## src/rtl/l1a_pkg.sv

```systemverilog
// Shared constants and helpers for the L1A trigger capture front end.
// Used by the per-channel capture slice, the top level and anything that unpacks l1a_bus.
package l1a_pkg;

    localparam int NCH   = 16;
    localparam int CNT_W = 14;
    localparam int CH_W  = 4;

    // Extract one channel's latched L1A number from the flat bus.
    function automatic logic [CNT_W-1:0] l1a_slice(input logic [NCH*CNT_W-1:0] bus,
                                                   input logic [CH_W-1:0]      ch);
        return bus[ch*CNT_W +: CNT_W];
    endfunction

endpackage

```

## src/rtl/l1a_chan_capture.sv

```systemverilog
// One ADC channel: synchronises its trigger, counts L1As and holds the
// latched value plus pending/overrun/seen state until the checker acks it.
module l1a_chan_capture
    import l1a_pkg::*;
#(
    parameter int CNT_W       = l1a_pkg::CNT_W,
    parameter int SYNC_STAGES = 2
) (
    input  logic             clk,
    input  logic             reset,
    input  logic             trig_raw,
    input  logic             arm,
    input  logic             ack,
    output logic [CNT_W-1:0] latch,
    output logic             pend,
    output logic             overrun,
    output logic             start_check
);

    logic [SYNC_STAGES-1:0] sync;
    logic                   delay;
    logic                   seen;
    logic [CNT_W-1:0]       cnt;
    logic [CNT_W-1:0]       cnt_next;
    logic                   trig_edge;
    logic                   pend_after_ack;

    assign trig_edge      = sync[SYNC_STAGES-1] & ~delay;
    assign cnt_next       = cnt + CNT_W'(1);
    // An ack in the same cycle frees the slot before the new edge is considered.
    assign pend_after_ack = pend & ~ack;

    always_ff @(posedge clk) begin
        if (reset) begin
            sync        <= '0;
            delay       <= 1'b0;
            seen        <= 1'b0;
            cnt         <= '0;
            latch       <= '0;
            pend        <= 1'b0;
            overrun     <= 1'b0;
            start_check <= 1'b0;
        end else begin
            sync        <= {sync[SYNC_STAGES-2:0], trig_raw};
            delay       <= sync[SYNC_STAGES-1];
            seen        <= arm & (seen | trig_edge);
            start_check <= arm & seen;

            if (trig_edge) begin
                cnt  <= cnt_next;
                pend <= 1'b1;
                if (!pend_after_ack) begin
                    latch <= cnt_next;
                end else begin
                    overrun <= 1'b1;
                end
            end else begin
                pend <= pend_after_ack;
            end
        end
    end

endmodule

```

## src/rtl/l1a_trigger_capture.sv

```systemverilog
// L1A trigger capture top: NCH capture slices, the checker's round-robin
// acknowledge pointer, and a watchdog that flags a checker that stops acking.
module l1a_trigger_capture
    import l1a_pkg::*;
#(
    parameter int NCH         = l1a_pkg::NCH,
    parameter int CNT_W       = l1a_pkg::CNT_W,
    parameter int SYNC_STAGES = 2,
    parameter int STALL_CYC   = 4096
) (
    input  logic                 clk,
    input  logic                 reset,
    input  logic [NCH-1:0]       trig_raw,
    input  logic                 arm,
    input  logic                 cnt_clear,
    input  logic                 finish_ack,
    output logic [NCH*CNT_W-1:0] l1a_bus,
    output logic [NCH-1:0]       trig_pend,
    output logic [NCH-1:0]       start_check,
    output logic [CH_W-1:0]      ack_ptr,
    output logic [NCH-1:0]       overrun,
    output logic                 stall
);

    localparam int            SW        = $clog2(STALL_CYC);
    localparam logic [SW-1:0] STALL_MAX = SW'(STALL_CYC - 1);

    logic           clear;
    logic [NCH-1:0] ack_vec;
    logic [SW-1:0]  stall_cnt;

    assign clear   = reset | cnt_clear;
    assign ack_vec = finish_ack ? (NCH'(1) << ack_ptr) : '0;

    for (genvar i = 0; i < NCH; i++) begin : g_chan
        l1a_chan_capture #(
            .CNT_W      (CNT_W),
            .SYNC_STAGES(SYNC_STAGES)
        ) u_chan (
            .clk        (clk),
            .reset      (clear),
            .trig_raw   (trig_raw[i]),
            .arm        (arm),
            .ack        (ack_vec[i]),
            .latch      (l1a_bus[i*CNT_W +: CNT_W]),
            .pend       (trig_pend[i]),
            .overrun    (overrun[i]),
            .start_check(start_check[i])
        );
    end

    // The pointer advances on every ack, even for a channel with nothing pending.
    always_ff @(posedge clk) begin
        if (clear) begin
            ack_ptr <= '0;
        end else if (finish_ack) begin
            ack_ptr <= (ack_ptr == CH_W'(NCH - 1)) ? '0 : ack_ptr + CH_W'(1);
        end
    end

    // Watchdog counts cycles of outstanding work without progress; it saturates.
    always_ff @(posedge clk) begin
        if (clear) begin
            stall_cnt <= '0;
            stall     <= 1'b0;
        end else if (finish_ack || !(|trig_pend)) begin
            stall_cnt <= '0;
        end else if (stall_cnt == STALL_MAX) begin
            stall <= 1'b1;
        end else begin
            stall_cnt <= stall_cnt + SW'(1);
        end
    end

endmodule

```

## config.mk

```make
export PLATFORM = sky130hd
export DESIGN_NAME = l1a_trigger_capture
export DESIGN_NICKNAME = d
export VERILOG_FILES = /design/src/rtl/l1a_pkg.sv /design/src/rtl/l1a_chan_capture.sv /design/src/rtl/l1a_trigger_capture.sv
export SDC_FILE = /design/constraint.sdc
export NUM_CORES = 1
export LEC_CHECK = 0
export CORE_MARGIN = 1.5
export CORE_UTILIZATION = 40
export CTS_BUF_LIST = sky130_fd_sc_hd__clkbuf_4
export DETAILED_ROUTE_END_ITERATION = 7
export HOLD_SLACK_MARGIN = 0.15
export PLACE_DENSITY_LB_ADDON = 0.25
export SETUP_SLACK_MARGIN = 0.15
export SLEW_MARGIN = 20
export SYNTH_ARGS = -nofsm -noshare
export SYNTH_HDL_FRONTEND = slang
export SYNTH_SLANG_ARGS = --single-unit
```

## constraint.sdc

```tcl
create_clock -name clk -period 3.3 [get_ports clk]
set_input_delay 0.66 -clock clk [delete_from_list [all_inputs] [get_ports clk]]
set_output_delay 0.66 -clock clk [all_outputs]
set_load 0.01 [all_outputs]
```

==> out/results.ini <==
[floorplan]
core_um2=60600
fp.dieH_um=251
dieWidth_um=251
dieArea_um2=62900
rows=90
start_util_pct=40.6
io_pins=298

[critical_path]
worstPathCellList=clkdlybuf4s50_1
cp.arrival_ns=2.16
path_delay_family=buffers and inverters
worstPathRequired_ns=2.64
path_buf_inv=1
crit_type=reg -> out
setup.worst_path.start=g_chan[13].u_chan.pend$_SDFF_PP0_
timing.rr.start=ack_ptr[0]$_SDFFE_PP0P_
slowest_stage=clkdlybuf4s50_1
cp-start-kind=flip-flop
worst-path-stages=1
rr_worst_depth=7
end_kind=output port
critical_path.max_stage_delay_ns=0.65
worstPathMaxFanout=5

[clock_tree]
cts_tree=done
root_buffer=clkbuf_4
clk_path_buf_depth=3
insertion_delay_ns=0.97
clock-sinks=577
cts-htree-levels=4
path_clk_slew_ns=0.07
cts_made_buffers=156
cts_setup_buffers=0

[run_status]
status=completed

[routing]
num_vias=20557
first_pass_iters=5
routedWlPerCell_um=16.1
viasPerCell=5.17
remaining_drc_errors=0
drt-total-wl_mm=64.1
antenna_left=0
drt_iter0_drc=1041

[layout]
drive_gt1_share_pct=10.4
postLayoutCellArea_um2=29900
area_growth_syn_to_layout_pct=21.8
final_util_pct=49.4
num-nets-final=3125
nFillCells=5703

[timing]
worst_slew_pin_slew_ns=0.734
rsz0062_at_grt=no
fmaxAchievable_ghz=0.354
hold_ws_ns=0.289
period_share_pct=85.5
hold_viol=0
skew_ns=0.0774
setup_viol=0
period_minus_slack_ns=2.82
relSlewSlack_pct=51.0
fin_setup_tns_ns=0
drv_slew=0

[placed_design]
io_buffers=297
place_area_um2=27800
gp_congestion=0.852
dp.final_hpwl_mm=43.6

[yosys]
yosys_register_bits=577
synth_nets=2862
ys_types=45
avgSynthCellArea_um2=8.72
synth_edf_count=0
synthTopCellsByArea=dfxtp_1, xnor2_1, nor2_1
synth_top_area_cell=dfxtp_1
yosysWarnings=0
syn_inst=2818
synth_most_common_cell=dfxtp_1
synth_commonest_cells=dfxtp_1, nor2_1, a21oi_1
syn_area_um2=24600
synthDominantCellAreaShare_pct=47.0
synth_seq_area_share_pct=47.0
postSynth.asyncResetShare_pct=0
synth-main-ff-cell=dfxtp_1

[grt]
gr-total-overflow=0
grt_start_max_net_pins=107
grt_use_total_pct=20.2
grt_pass1_wl_mm=103
antenna_found_initial=2
grt_pass1_vias=19999

[pwr]
p_clk_share_pct=47.1
power_density_nw_per_um2=467
p_int_mw=10.7
switching_power_mw=3.25
irDropWorstVdd_v=0.000246
p_comb_share_pct=2.6
power_frac_seq_pct=50.3
switching_share_pct=23.3
leakage_nw=9.60

[run]
cap_violations=0

[hold_path]
hold_start=trig_raw[14]
holdCritPathClass=in -> reg
hold_path_depth=2

## power by group through the flow
| stage | logic, mW | registers (mW) | clock network, mW |
|---|---|---|---|
| finish | 0.368 | 7.03 | 6.58 |
| floorplan | 0.187 | 7.19 | 0 |
| CTS | 0.373 | 7.03 | 6.82 |
| global placement | 0.361 | 7.18 | 0 |
| detailed placement | 0.367 | 7.18 | 0 |
| global route | 0.403 | 7.03 | 7.25 |
## cells by family (layout without fill, tap and decap cells)
group / count (synthesis) / in the layout / synth area share, %
fa+ha+maj: 23 / 23 / 1.17
mux: 18 / 18 / 0.733
xor+xnor: 345 / 345 / 12.3
other cells: 0 / 2 / 0
flops: 577 / 577 / 47.0
simple gates: 1032 / 1032 / 21.2
buf+inv: 269 / 646 / 4.98
compound gates: 554 / 554 / 12.6
## registers in the layout, indices dropped and copies added, names as in the netlist
name and flops:
stall_cnt 12, g_chan.u_chan.cnt 224, g_chan.u_chan.latch 224, g_chan.u_chan.overrun 16, ack_ptr 4, stall 1
g_chan.u_chan.seen 16, g_chan.u_chan.start_check 16, g_chan.u_chan.pend 16, g_chan.u_chan.delay 16, g_chan.u_chan.sync 32
## timing repair
| item | CTS | global route |
|---|---|---|
| setup endpoints to repair | 1 | 0 |
| gates resized for setup | 1 | 0 |
| endpoints found under the hold margin | 6 | 0 |
| hold buffers | 6 | 0 |
## final timing paths
check | to | slack [ns]
worst min-delay path | g_chan[14].u_chan.sync[0]$_SDFF_PP0_ | 0.29
worst max register to register | g_chan[10].u_chan.latch[1]$_SDFFE_PP0P_ | 1.18
worst max-delay path | trig_pend[13] | 0.48
worst min register to register | g_chan[4].u_chan.sync[1]$_SDFF_PP0_ | 0.40
## through the flow
step                      cells  total power, mW  worst slack [ns]
after CTS                  3977             14.2             0.323
after detailed placement   3699             7.55             0.574
after global placement     3699             7.54             0.541
final                      3979             14.0             0.478
after global routing       3979             14.7             0.279
after floorplan            2818             7.37              1.47
## layout by cell type, fill, tap and decap left out, types with 23 or more instances in the layout
cell / count
clkdlybuf4s50_1: 297
nor3_1: 99
dfxtp_1: 576
or3_1: 52
and2_1: 56
a31oi_1: 23
clkbuf_4: 231
ha_1: 23
xor2_1: 113
nand4_1: 78
nor4_1: 57
xnor2_1: 232
and4_1: 30
clkinv_1: 24
a21oi_1: 234
o21ai_0: 197
a211oi_1: 65
nor2_1: 355
buf_4: 45
nand3_1: 96
nand2_1: 117
## metal layers
metal	part of all wire, %	global-route usage, %	up-vias
met5	0.014	0	-
met4	2.8	8.97	2
met3	5.6	5.40	108
met2	47	32.8	474
met1	45	25.0	9601
li1	-	-	10372
## area by class of cell
cell class                 count  area, µm²  area share (%)
clock inverter                41        319            1.07
antenna                        2       5.00          0.0167
timing repair buffer         352       3450            11.5
clock buffer                 231       1730            5.79
tap                          782        978            3.27
sequential                   577      11600            38.6
multi-input combinational   1972      11800            39.4
inverter                      22       82.6           0.276
Note: power is estimated with default switching activity, not from simulation.
